<file path="src/rtl/ram_ctrl_pkg.sv">
// -----------------------------------------------------------------------------
// ram_ctrl_pkg
// Shared definitions for the RAM burst access controller.
//   - Default widths for the RAM address, RAM data and burst-length fields.
//   - FSM state enumeration used by ram_access_ctrl.
// -----------------------------------------------------------------------------
package ram_ctrl_pkg;

   // Default geometry: 16-word RAM of bytes, bursts of 1..16 beats.
   localparam int ADDR_W_DEF = 4;
   localparam int DATA_W_DEF = 8;
   localparam int LEN_W_DEF  = 4;

   // Controller states.
   //   IDLE     : waiting for a burst request (REQ_READY high)
   //   WR_WAIT  : waiting for one write beat on WR_VALID
   //   WR_PULSE : one-cycle RAM write strobe for the captured beat
   //   RD_ADDR  : RAM address presented, RAM_DATA_OUT captured at cycle end
   //   RD_RESP  : read beat offered on RD_VALID until RD_READY
   typedef enum logic [2:0] {
      IDLE     = 3'd0,
      WR_WAIT  = 3'd1,
      WR_PULSE = 3'd2,
      RD_ADDR  = 3'd3,
      RD_RESP  = 3'd4
   } state_e;

endpackage : ram_ctrl_pkg

</file>
<file path="src/rtl/ram_burst_counter.sv">
// -----------------------------------------------------------------------------
// ram_burst_counter
// Address and beat bookkeeping for one burst.
//   clk      : rising-edge clock
//   srst     : synchronous active-high reset (address and count cleared)
//   load_i   : start of burst; takes addr_i / len_i
//   step_i   : advance to the next beat (address +1, count -1)
//   addr_i   : burst start address
//   len_i    : beats minus one
//   addr_o   : current beat address (registered), wraps modulo 2^ADDR_W
//   last_o   : current beat is the final beat of the burst
// -----------------------------------------------------------------------------
module ram_burst_counter
   import ram_ctrl_pkg::*;
#(
   parameter int ADDR_W = ADDR_W_DEF,
   parameter int LEN_W  = LEN_W_DEF
) (
   input  logic              clk,
   input  logic              srst,
   input  logic              load_i,
   input  logic              step_i,
   input  logic [ADDR_W-1:0] addr_i,
   input  logic [LEN_W-1:0]  len_i,
   output logic [ADDR_W-1:0] addr_o,
   output logic              last_o
);

   logic [ADDR_W-1:0] addr_q, addr_d;
   logic [LEN_W-1:0]  beats_q, beats_d;

   // Load takes priority over step; the controller never asserts both, but a
   // defined priority keeps the counter well behaved if it ever does.
   always_comb begin
      addr_d  = addr_q;
      beats_d = beats_q;
      if (load_i) begin
         addr_d  = addr_i;
         beats_d = len_i;
      end else if (step_i) begin
         // Plain ADDR_W-bit addition gives the required wrap to address 0.
         addr_d  = addr_q + ADDR_W'(1);
         beats_d = beats_q - LEN_W'(1);
      end
   end

   always_ff @(posedge clk) begin
      if (srst) begin
         addr_q  <= '0;
         beats_q <= '0;
      end else begin
         addr_q  <= addr_d;
         beats_q <= beats_d;
      end
   end

   assign addr_o = addr_q;
   assign last_o = (beats_q == '0);

endmodule : ram_burst_counter

</file>
<file path="src/rtl/ram_access_ctrl.sv">
// -----------------------------------------------------------------------------
// ram_access_ctrl
// Burst front-end for a simple single-port RAM with a combinational read path
// and a one-cycle write strobe.
//
// Ports
//   CLK, RESET                 : clock, synchronous active-high reset
//   REQ_VALID/REQ_READY        : burst request handshake (READY only in IDLE)
//   REQ_WRITE, REQ_ADDR, REQ_LEN : direction, start address, beats minus one
//   WR_DATA, WR_VALID/WR_READY : write beat stream
//   RD_DATA, RD_VALID/RD_READY : read beat stream
//   BUSY                       : controller not in IDLE
//   RAM_ADDRESS, RAM_DATA_IN, RAM_OPCODE : registered RAM controls
//   RAM_DATA_OUT               : RAM read data (combinational from RAM_ADDRESS)
//
// Each beat takes at least two cycles: WR_WAIT+WR_PULSE for writes,
// RD_ADDR+RD_RESP for reads. The RAM address only advances when a beat is
// finished, so the address is stable across the whole write strobe.
// -----------------------------------------------------------------------------
module ram_access_ctrl
   import ram_ctrl_pkg::*;
#(
   parameter int ADDR_W = ADDR_W_DEF,
   parameter int DATA_W = DATA_W_DEF,
   parameter int LEN_W  = LEN_W_DEF
) (
   input  logic              CLK,
   input  logic              RESET,
   // request channel
   input  logic              REQ_VALID,
   output logic              REQ_READY,
   input  logic              REQ_WRITE,
   input  logic [ADDR_W-1:0] REQ_ADDR,
   input  logic [LEN_W-1:0]  REQ_LEN,
   // write beat channel
   input  logic [DATA_W-1:0] WR_DATA,
   input  logic              WR_VALID,
   output logic              WR_READY,
   // read beat channel
   output logic [DATA_W-1:0] RD_DATA,
   output logic              RD_VALID,
   input  logic              RD_READY,
   // status
   output logic              BUSY,
   // RAM side
   output logic [ADDR_W-1:0] RAM_ADDRESS,
   output logic [DATA_W-1:0] RAM_DATA_IN,
   output logic              RAM_OPCODE,
   input  logic [DATA_W-1:0] RAM_DATA_OUT
);

   state_e            state_q, state_d;
   logic [DATA_W-1:0] data_in_q, data_in_d;
   logic [DATA_W-1:0] rd_data_q, rd_data_d;
   logic              opcode_q, opcode_d;

   logic              cnt_load;
   logic              cnt_step;
   logic [ADDR_W-1:0] cnt_addr;
   logic              cnt_last;

   ram_burst_counter #(
      .ADDR_W (ADDR_W),
      .LEN_W  (LEN_W)
   ) u_counter (
      .clk    (CLK),
      .srst   (RESET),
      .load_i (cnt_load),
      .step_i (cnt_step),
      .addr_i (REQ_ADDR),
      .len_i  (REQ_LEN),
      .addr_o (cnt_addr),
      .last_o (cnt_last)
   );

   // Next-state and datapath control.
   always_comb begin
      state_d   = state_q;
      data_in_d = data_in_q;
      rd_data_d = rd_data_q;
      cnt_load  = 1'b0;
      cnt_step  = 1'b0;

      unique case (state_q)
         IDLE: begin
            if (REQ_VALID) begin
               cnt_load = 1'b1;
               state_d  = REQ_WRITE ? WR_WAIT : RD_ADDR;
            end
         end
         WR_WAIT: begin
            if (WR_VALID) begin
               data_in_d = WR_DATA;
               state_d   = WR_PULSE;
            end
         end
         WR_PULSE: begin
            if (cnt_last) begin
               state_d = IDLE;
            end else begin
               cnt_step = 1'b1;
               state_d  = WR_WAIT;
            end
         end
         RD_ADDR: begin
            // RAM_ADDRESS has been valid for this whole cycle, so the
            // combinational RAM output is settled at the closing edge.
            rd_data_d = RAM_DATA_OUT;
            state_d   = RD_RESP;
         end
         RD_RESP: begin
            if (RD_READY) begin
               if (cnt_last) begin
                  state_d = IDLE;
               end else begin
                  cnt_step = 1'b1;
                  state_d  = RD_ADDR;
               end
            end
         end
         default: begin
            state_d = IDLE;
         end
      endcase

      // The strobe register mirrors the state register, so RAM_OPCODE is high
      // exactly for the WR_PULSE cycle and no other.
      opcode_d = (state_d == WR_PULSE);
   end

   always_ff @(posedge CLK) begin
      if (RESET) begin
         state_q   <= IDLE;
         data_in_q <= '0;
         rd_data_q <= '0;
         opcode_q  <= 1'b0;
      end else begin
         state_q   <= state_d;
         data_in_q <= data_in_d;
         rd_data_q <= rd_data_d;
         opcode_q  <= opcode_d;
      end
   end

   // Handshake and status outputs decode directly from the state register.
   assign REQ_READY   = (state_q == IDLE);
   assign WR_READY    = (state_q == WR_WAIT);
   assign RD_VALID    = (state_q == RD_RESP);
   assign BUSY        = (state_q != IDLE);

   assign RD_DATA     = rd_data_q;
   assign RAM_ADDRESS = cnt_addr;
   assign RAM_DATA_IN = data_in_q;
   assign RAM_OPCODE  = opcode_q;

endmodule : ram_access_ctrl

</file>
<file path="config.mk">
export PLATFORM = sky130hd
export DESIGN_NAME = ram_access_ctrl
export DESIGN_NICKNAME = d
export VERILOG_FILES = /design/src/rtl/ram_ctrl_pkg.sv /design/src/rtl/ram_burst_counter.sv /design/src/rtl/ram_access_ctrl.sv
export SDC_FILE = /design/constraint.sdc
export NUM_CORES = 1
export LEC_CHECK = 0
export CELL_PAD_IN_SITES_DETAIL_PLACEMENT = 1
export CELL_PAD_IN_SITES_GLOBAL_PLACEMENT = 2
export CORE_MARGIN = 4
export CORE_UTILIZATION = 21
export DETAILED_ROUTE_END_ITERATION = 12
export GPL_ROUTABILITY_DRIVEN = 0
export PLACE_DENSITY_LB_ADDON = 0.1
export SLEW_MARGIN = 20
export SYNTH_ARGS = -nofsm -noshare
export SYNTH_HDL_FRONTEND = slang
export SYNTH_SLANG_ARGS = --single-unit
</file>
<file path="constraint.sdc">
create_clock -name CLK -period 1.65 [get_ports CLK]
set_input_delay 0.165 -clock CLK [delete_from_list [all_inputs] [get_ports CLK]]
set_output_delay 0.165 -clock CLK [all_outputs]
set_load 0.03 [all_outputs]
</file>
* After elaboration in Yosys (flattened, before gate mapping)
Cells that the tools add are included.
** Storage, ports and cells
- Bits in registers :: 28
- Latch bits :: 0
- Memory bits (writable) :: 0
- Bits in read-only memories :: 0
- Bits of input ports :: 30
- Output and inout port bits :: 25
- Logic and storage cells :: 34
- Memories :: 0
** Cells by class
- $add $sub $neg :: 2
- Multiply operators :: 0
- Div/mod/pow operators :: 0
- $lt $le $gt $ge :: 0
- Eq/ne operators :: 5
- Shift operators :: 0
- Multiplexer cells :: 16
- Bitwise logic cells :: 0
- Reduce and logical (&&, ||, !) cells :: 5
** Operators with widths (count)
- 2-to-1 mux 4 bit :: 4
- case mux 3 bit (5 select lines) :: 1
- == test 3 x 2 -> 1 bit, second input constant :: 3
- 2-to-1 mux 3 bit :: 3
- 2-to-1 mux 1 bit :: 5
- adder 4 x 1 -> 4 bit, second input constant :: 1
- zero test 4 bit :: 1
- 2-to-1 mux 2 bit :: 2
- subtractor 4 x 1 -> 4 bit, second input constant :: 1
- == test 3 x 1 -> 1 bit, second input constant :: 1
- == test 3 bit, second input constant :: 1
- zero test 3 bit :: 1
- nonzero test 3 bit :: 1
- case mux 1 bit (2 select lines) :: 1
- AND reduction 2 bit :: 1
- nonzero test 2 bit :: 1

* Longest topological paths before layout
Gate-level depths: netlist (run 1).
- Depth in word-level cells :: 6
- Gate-level depth with buffers :: 6
- Depth with buffers taken out :: 6

* Modules after synthesis
Synthesis (run 1) repeated with hierarchy kept, for this count alone.
** Unflattened totals
- Cell total of the unflattened synthesis :: 134
- Area, all modules :: 1303.8 um2
** By module, submodules not included
- ram_access_ctrl :: instances 1, cells an instance 85, area each 853.3 um2
- ram_burst_counter :: instances 1, cells an instance 49, area each 450.4 um2

* Least setup slack after synthesis (run 1)
Ideal clock, no wire load.
- Path kind :: reg-to-reg
- Start :: reg state_q[0]
- End :: reg opcode_q (netlist: RAM_OPCODE)
- Setup time :: 0.060 ns
- Arrival time :: 1.837 ns
- Slack :: -0.247 ns
- Cell stages (with the launch flop) :: 5
- Cells stage by stage :: dfxtp_1 -> nor3b_1 -> o311ai_0 -> a21oi_1 -> and3_1
** Between the ends
- Cells in the longest elaborated chain, start to end :: 3
** Ends and longest elaborated chain
- from (decl) :: line ram_access_ctrl.sv:52 : state_e state_q, state_d;
- from (signal assigned) :: line ram_access_ctrl.sv:138 : state_q <= state_d;
- == test 3 bit
- named net RD_VALID :: line ram_access_ctrl.sv:41 : output logic RD_VALID,
- case mux 3 bit (5 select lines) :: line ram_access_ctrl.sv:84 : unique case (state_q)
- == test 3 x 2 -> 1 bit :: line ram_access_ctrl.sv:128 : opcode_d = (state_d == WR_PULSE);
- to (signal assigned) :: line ram_access_ctrl.sv:141 : opcode_q <= opcode_d;
- to (decl) :: line ram_access_ctrl.sv:55 : logic opcode_q, opcode_d;
The timed path passes the listed nets, and every way through them passes these cells.
A chain may end at the register's enable or synchronous reset.

* Worst setup path after layout (run 1)
- Start :: reg u_counter.addr_q[0] (netlist: u_counter.addr_o[0])
- End :: out RAM_ADDRESS[0]
** RTL lines
- from (decl) :: line ram_burst_counter.sv:29 : logic [ADDR_W-1:0] addr_q, addr_d;
- from (signal assigned) :: line ram_burst_counter.sv:52 : addr_q <= addr_d;
- to (decl) :: line ram_access_ctrl.sv:46 : output logic [ADDR_W-1:0] RAM_ADDRESS,
No word-level cell between the ends.

==> results of run 1 <==
## kinds of logic after synthesis
family	Yosys count	synth area share (%)
and+or+nand+nor	53	22.3
DFF	28	45.0
muxes	16	12.9
AOI/OAI and AO/OA	15	10.8
buffers and inverters	14	5.63
xor gates and xnor gates	2	1.41
adders and majority gates	2	2.01
## Yosys cell counts, drive strengths merged (2+ instances only)
master | instances | area [µm²]
o21ai | 2 | 10.0
nand3b | 2 | 15.0
ha | 2 | 25.0
a211oi | 7 | 52.6
inv | 6 | 22.5
nor3b | 4 | 30.0
and3 | 7 | 43.8
nor4 | 5 | 31.3
buf | 3 | 27.5
nor2 | 26 | 97.6
xnor2 | 2 | 17.5
mux2i | 16 | 160
clkbuf | 4 | 15.0
and2 | 3 | 18.8
nor3 | 3 | 20.0
dfxtp | 28 | 561
## report_power, final
part	switching [µW]	total, µW	internal, µW
Combinational	259	521	262
Clock	208	421	213
Sequential	38.8	764	725
Total	506	1710	1200
## state kept, by name (all words and copies together) (netlist names)
name               cells
RAM_DATA_IN            8
RAM_OPCODE             1
u_counter.addr_o       4
RD_DATA                8
state_q                3
u_counter.beats_q      4
## area by class of cell
type                       count  area, µm²  share of cell area (%)
sequential                    28        567                    27.9
inverter                       7       31.3                    1.54
multi-input combinational     88        624                    30.7
tap                           72       90.1                    4.43
clock buffer                   4       55.1                    2.71
timing repair buffer          69        664                    32.7
## path summary, 6_finish.rpt
| kind | cells past startpoint | to |
|---|---|---|
| max | 1 | RAM_ADDRESS[0] |
| min | 3 | u_counter.addr_o[2] |
| max reg2reg | 7 | u_counter.beats_q[1] |
| min reg2reg | 2 | RD_DATA[3] |
## timing repair
item / in CTS / in global routing
gates resized for setup: 4 / 9
pin swaps: 0 / 1
hold buffers: 0 / 0
setup endpoints to repair: 5 / 3
setup buffers: 0 / 3
## through the flow
stage,utilization (%),hold slack (ns)
after floorplan,-,0.309
after global placement,34.4,0.475
after detailed placement,34.4,0.489
after CTS,35.4,0.479
after global routing,36.0,0.483
final,36.0,0.482
## metal layers
layer | track usage [%] | part of all wire (%)
met1 | 13.0 | 43
met2 | 19.3 | 50
met3 | 3.79 | 6.8
met4 | 2.59 | 0.62
met5 | 0 | 0
## worst register-to-register path: stages (launching register included)
cell,delay [ns]
dfxtp_2,0.34
inv_1,0.05
ha_2,0.19
a221oi_4,0.30
buf_12,0.16
buf_6,0.12
nor4_1,0.05
a211o_1,0.23
==> results.md, run 1 <==
- Final Cell Area: approximately 2000 µm²
- First-pass GRT wire length: ~6.6 mm
- Max stage delay cell, worst path: clkdlybuf4s50_1
- CTS tree: built
- Reg-to-reg slack, setup: ~0.10 ns
- Buf+Inv Stages, Crit Path: 1
- CTS root buf: clkbuf_8
- Area of the mapped netlist: between 1000 and 1500 µm²
- Setup TNS: 0 ns
- N_diodes: 0
- Antenna viol nets, final: 0
- Buffers on Ports: 54
- Worst Clk Skew: 0.00213 ns
- Clk_lat worst skew: 0.27 ns
- Final wirelength: around 3.9 mm
- First-pass iteration count of the detailed router: 3
- Grt total ovfl: 0
- CTS max path bufs: 2
- CP Capture Type: primary output
- Num CTS Buffers: 3
- Placed cell count: 261
- Max Cap Viol: 0
- Final total power: roughly 1700 µW
- H-tree depth: 1
- Width of the die: approximately 85 µm
- IO Pins: 55
- Hold Path Origin: REQ_ADDR[2]
- PnR worst setup slack: roughly 0.094 ns
- Asr flop ratio synth: 0%
- Gr usage total: 11.1%
- CP required: approximately 1.5 ns
- Layout Cells excl Fill: roughly 270
- Path type of the worst setup path: reg2out
- Vias post-DR: about 1,200
- Nets: between 200 and 250
- Reg-to-reg startpoint: u_counter.beats_q[1]
- CP Cell Sequence: clkdlybuf4s50_1
- Yosys synthesis warning count: 0
- DRC: 0
- Area grow syn2layout: 63.2%
- Worst rel slew slack: 77.7%
- DP Area: around 2000 µm²
- Setup violations, final: 0
- Final hold viol count: 0
- DPL Wire Length: roughly 3 mm
- Via density: 4.37
- FMAX: around 640 MHz
- Arrival time of the worst setup path: approximately 1.4 ns
- Status: finished clean
- Register area share after synthesis: a little under half
- Die ar.: 7220 µm²
- Most used DFF post-synth: dfxtp_1
- Unrepaired setup endpoints after global routing: false
- Layout cells sized above 1: 16.8%
- Worst path top cell family by delay: buffers and inverters
- Worst Tran Pin Value: about 0.33 ns
- Core ar.: ~5600 µm²
- Static leakage: roughly 0.00086 µW
- Initial antenna violation count: 0
- Pre-CTS WS: -0.146 ns
- Max FO, Critical Path: 4
- Clock transition at the registers of the reported paths: 0.09 ns
- Drt wl/cell: 14.4 µm
- Most frequent cells in the layout: clkdlybuf4s50_1 (50), nor2_1 (26), dfxtp_1 (23), mux2i_1 (16), buf_4 (14)
- 1st-iter DRT viols: 26
- Die height: around 85 µm
- # rows: 27
- Most common cell after layout, fill and taps aside: clkdlybuf4s50_1
- EDFF count, synth: 0
- Library cells used by synthesis: 28
- Post-route minimum period: about 1.6 ns
- Yosys reg bits: 28
- Worst setup path start: u_counter.addr_o[0]
- Power per cell area: roughly 840 nW/µm²
- Maximum vdd drop: approximately 0.29 mV
- CP peak stage delay: roughly 0.70 ns
- Max Slew Vio Count: 0
- Largest net degree at the start of global routing: 16
- Vias in the first global route: about 1,300
- Sink Count: 28
- Synth Net Count: ~160
- Min-Delay Path Class: in2reg
- Kind of launch point of the worst setup path: register
- Cell count after synthesis: 130
- Layout fillers: 640
- Avg Synthesized Cell Area: 9.58 µm²
- Final period util: a little over nine tenths
- Initial Util: ~22%
No activity file was read; power rests on OpenSTA's default activity.
==> run 2: changes to the inputs <==
--- a/config.mk
+++ b/config.mk
@@ -12,6 +12,7 @@
 export DETAILED_ROUTE_END_ITERATION = 12
 export GPL_ROUTABILITY_DRIVEN = 0
 export PLACE_DENSITY_LB_ADDON = 0.1
+export REMOVE_ABC_BUFFERS = 1
 export SLEW_MARGIN = 20
 export SYNTH_ARGS = -nofsm -noshare
 export SYNTH_HDL_FRONTEND = slang
==> constraint.sdc (replaced) <==
create_clock -name CLK -period 1.65 [get_ports CLK]
set_input_delay 0.2475 -clock CLK [delete_from_list [all_inputs] [get_ports CLK]]
set_output_delay 0.2475 -clock CLK [all_outputs]
set_load 0.03 [all_outputs]
==> run 2 against run 1 <==
  * The flow now finishes with violations (setup timing)
  * Total power grew 3.4%
  * Cell count rose by 1.9%
  * Count of clock-buffer cells in the layout unchanged
  * First-iteration DRC count increased by 65%
  * Routed wire length shrank 1.6%
  * Via count up 2.5%
  * Sequential power about the same
  * Final area is 4.9% higher
  * Combinational power up 7.7%
  * Hold slack got worse by 0.14 ns
  * Worst setup slack got worse by 0.11 ns
  * Non-clock buffer count rose by 5
  * Critical path type is now reg2reg
  * Largest cell class unchanged
  * Largest power group unchanged
==> results.md, run 2 (synthesis gave the netlist of run 1 again) <==
- Vias in the first global route: 1,273 (-4.9%)
- Final period util: 101% (+6.8 points)
- Final wirelength: 3.80 mm (-1.6%)
- Failing checks: setup timing
- Multi-input logic area: 646 µm² (+3.4%)
- CP required: 1.83 ns (+0.35 ns)
- Width of the die: 85.0 µm (unchanged)
- Kind of launch point of the worst setup path: register
- Area grow syn2layout: 71.2%
- Unrepaired setup endpoints after global routing: true
- IO Pins: 55 (unchanged)
- N_diodes: 0 (unchanged)
- Layout fillers: 648 (+1.3%)
- Min-Delay Path Class: in2reg
- First-pass GRT wire length: 6.11 mm (-7.3%)
- Clk_lat worst skew: 0.28 ns (about the same)
- Sequential power share: 43.4% (-1.4 points)
- Most frequent cells in the layout: clkdlybuf4s50_1 (46), nor2_1 (26), dfxtp_1 (24), buf_4 (17), mux2i_1 (16)
- Minimum hold slack: 0.341 ns (-0.141 ns)
- Gr usage total: 10.4% (-0.67 points)
- Clock transition at the registers of the reported paths: 0.10 ns (about the same)
- Setup violations, final: 1 (+1)
- Via density: 4.40 (+0.60%)
- Grt total ovfl: 0 (unchanged)
- Initial Util: 22.1% (unchanged)
- Sw Pwr: 532 µW (+5.2%)
- Antenna viol nets, final: 0 (unchanged)
- Drt wl/cell: 13.9 µm (-3.4%)
- Maximum vdd drop: 0.276 mV (-4.7%)
- 1st-iter DRT viols: 43 (+65%)
- Layout Utilization: 37.8% (+1.8 points)
- Register area: 566 µm² (-0.22%)
- Vias post-DR: 1,201 (+2.5%)
- Core ar.: 5640 µm² (unchanged)
- Die height: 85.0 µm (unchanged)
- Switch share: 30.2% (+0.54 points)
- Pint: 1230 µW (+2.6%)
- Worst Tran Pin Value: 0.378 ns (+0.0443 ns)
- Worst rel slew slack: 74.7% (-2.9 points)
- Status: finished, violations left
- FMAX: 599 MHz (-6.7%)
- First-pass iteration count of the detailed router: 2 (-1)
- PnR worst setup slack: -0.0184 ns (-0.112 ns)
- Final hold viol count: 0 (unchanged)
- Most common cell after layout, fill and taps aside: clkdlybuf4s50_1
- Post-route minimum period: 1.67 ns (+0.112 ns)
- Max Slew Vio Count: 0 (unchanged)
- # rows: 27 (unchanged)
- Nets: 234 (+2.2%)
- H-tree depth: 1 (unchanged)
- Max Cap Viol: 0 (unchanged)
- Power per cell area: 828 nW/µm² (-1.4%)
- CTS Hold Bufs: 0 (unchanged)
- Layout cells sized above 1: 21.9% (+5.1 points)
- Max FO, Critical Path: 6 (+2)
- Sink Count: 28 (unchanged)
- Worst Clk Skew: 0.00409 ns (+0.00196 ns)
- CTS tree: built
- CTS max path bufs: 2 (unchanged)
- Largest net degree at the start of global routing: 19 (+3)
- DRC: 0 (unchanged)
- Combinational fraction of design power: 31.8% (+1.3 points)
- Buffers on Ports: 54 (unchanged)
- CP Capture Type: register
- Die ar.: 7220 µm² (unchanged)
- CTS root buf: clkbuf_8
- Arrival time of the worst setup path: 1.85 ns (+0.46 ns)
- Num CTS Buffers: 3 (unchanged)
- Clock power frac: 24.8% (about the same)
- Path type of the worst setup path: reg2reg
- Static leakage: 0.000940 µW (+9.3%)
- Initial antenna violation count: 0 (unchanged)
-- run 2: changes by cell type in the layout (fill, tap and decap cells not counted), sizes merged --
cell / delta
clkdlybuf4s15: -1
buf: +6
dlygate4sd2: -1
clkbuf: +2
dlymetal6s2s: +3
clkdlybuf4s50: -4
-- run 2: path summary, 6_finish.rpt --
path,from,end,slack (ns),depth (start not counted)
min reg2reg,RD_DATA[7],RD_DATA[7],0.51,2
max,state_q[2],u_counter.beats_q[3],-0.02,7
min,RD_READY,state_q[1],0.34,3
max reg2reg,state_q[2],u_counter.beats_q[3],-0.02,7
-- run 2: per-stage QoR --
stage | TNS [ns] | power, µW | area (µm²) | worst slack (ns) | std cells
6_report | -0.0184 | 1760 | 2130 | -0.0184 | 273
5_1_grt | -0.101 | 1870 | 2130 | -0.0861 | 273
4_1_cts | 0 | 1720 | 2000 | 0.00394 | 264
3_5_place_dp | -0.787 | 1290 | 1950 | -0.166 | 260
3_3_place_gp | -0.552 | 1280 | 1950 | -0.142 | 260
2_1_floorplan | -0.439 | 1030 | 1200 | -0.247 | 123
-- run 2: power by group through the flow --
stage	clock, µW	sequential (µW)	combinational (µW)
floorplan	0	829	201
global placement	0	775	505
detailed placement	0	777	512
CTS	455	762	508
global route	490	776	607
finish	437	766	561
-- run 2: critical path, cell delays in order, from the launching register on --
cell and delay [ns]:
dfxtp_2 0.34, buf_6 0.12, nand2b_4 0.14, a221oi_4 0.36, buf_12 0.16, buf_6 0.09
a211oi_2 0.05, nor4_1 0.30
-- run 2: timing repair --
action	4_1_cts	5_1_grt
resized for setup	2	19
buffers inserted	0	8
endpoints found under the setup margin	2	10
cloned	0	1
pin swaps	0	5
-- run 2: cell type report --
| type | count | area share (%) |
|---|---|---|
| timing repair buffer | 74 | 35.1 |
| multi-input combinational | 88 | 30.3 |
| sequential | 28 | 26.5 |
| tap | 72 | 4.23 |
| clock buffer | 4 | 2.58 |
| inverter | 7 | 1.29 |
-- run 2: per-layer routing --
metal / share of wire [%] / global-route usage, %
met4: 1.2 / 4.17
met1: 43 / 12.2
met5: 0 / 0
met2: 50 / 17.9
met3: 5.6 / 2.72
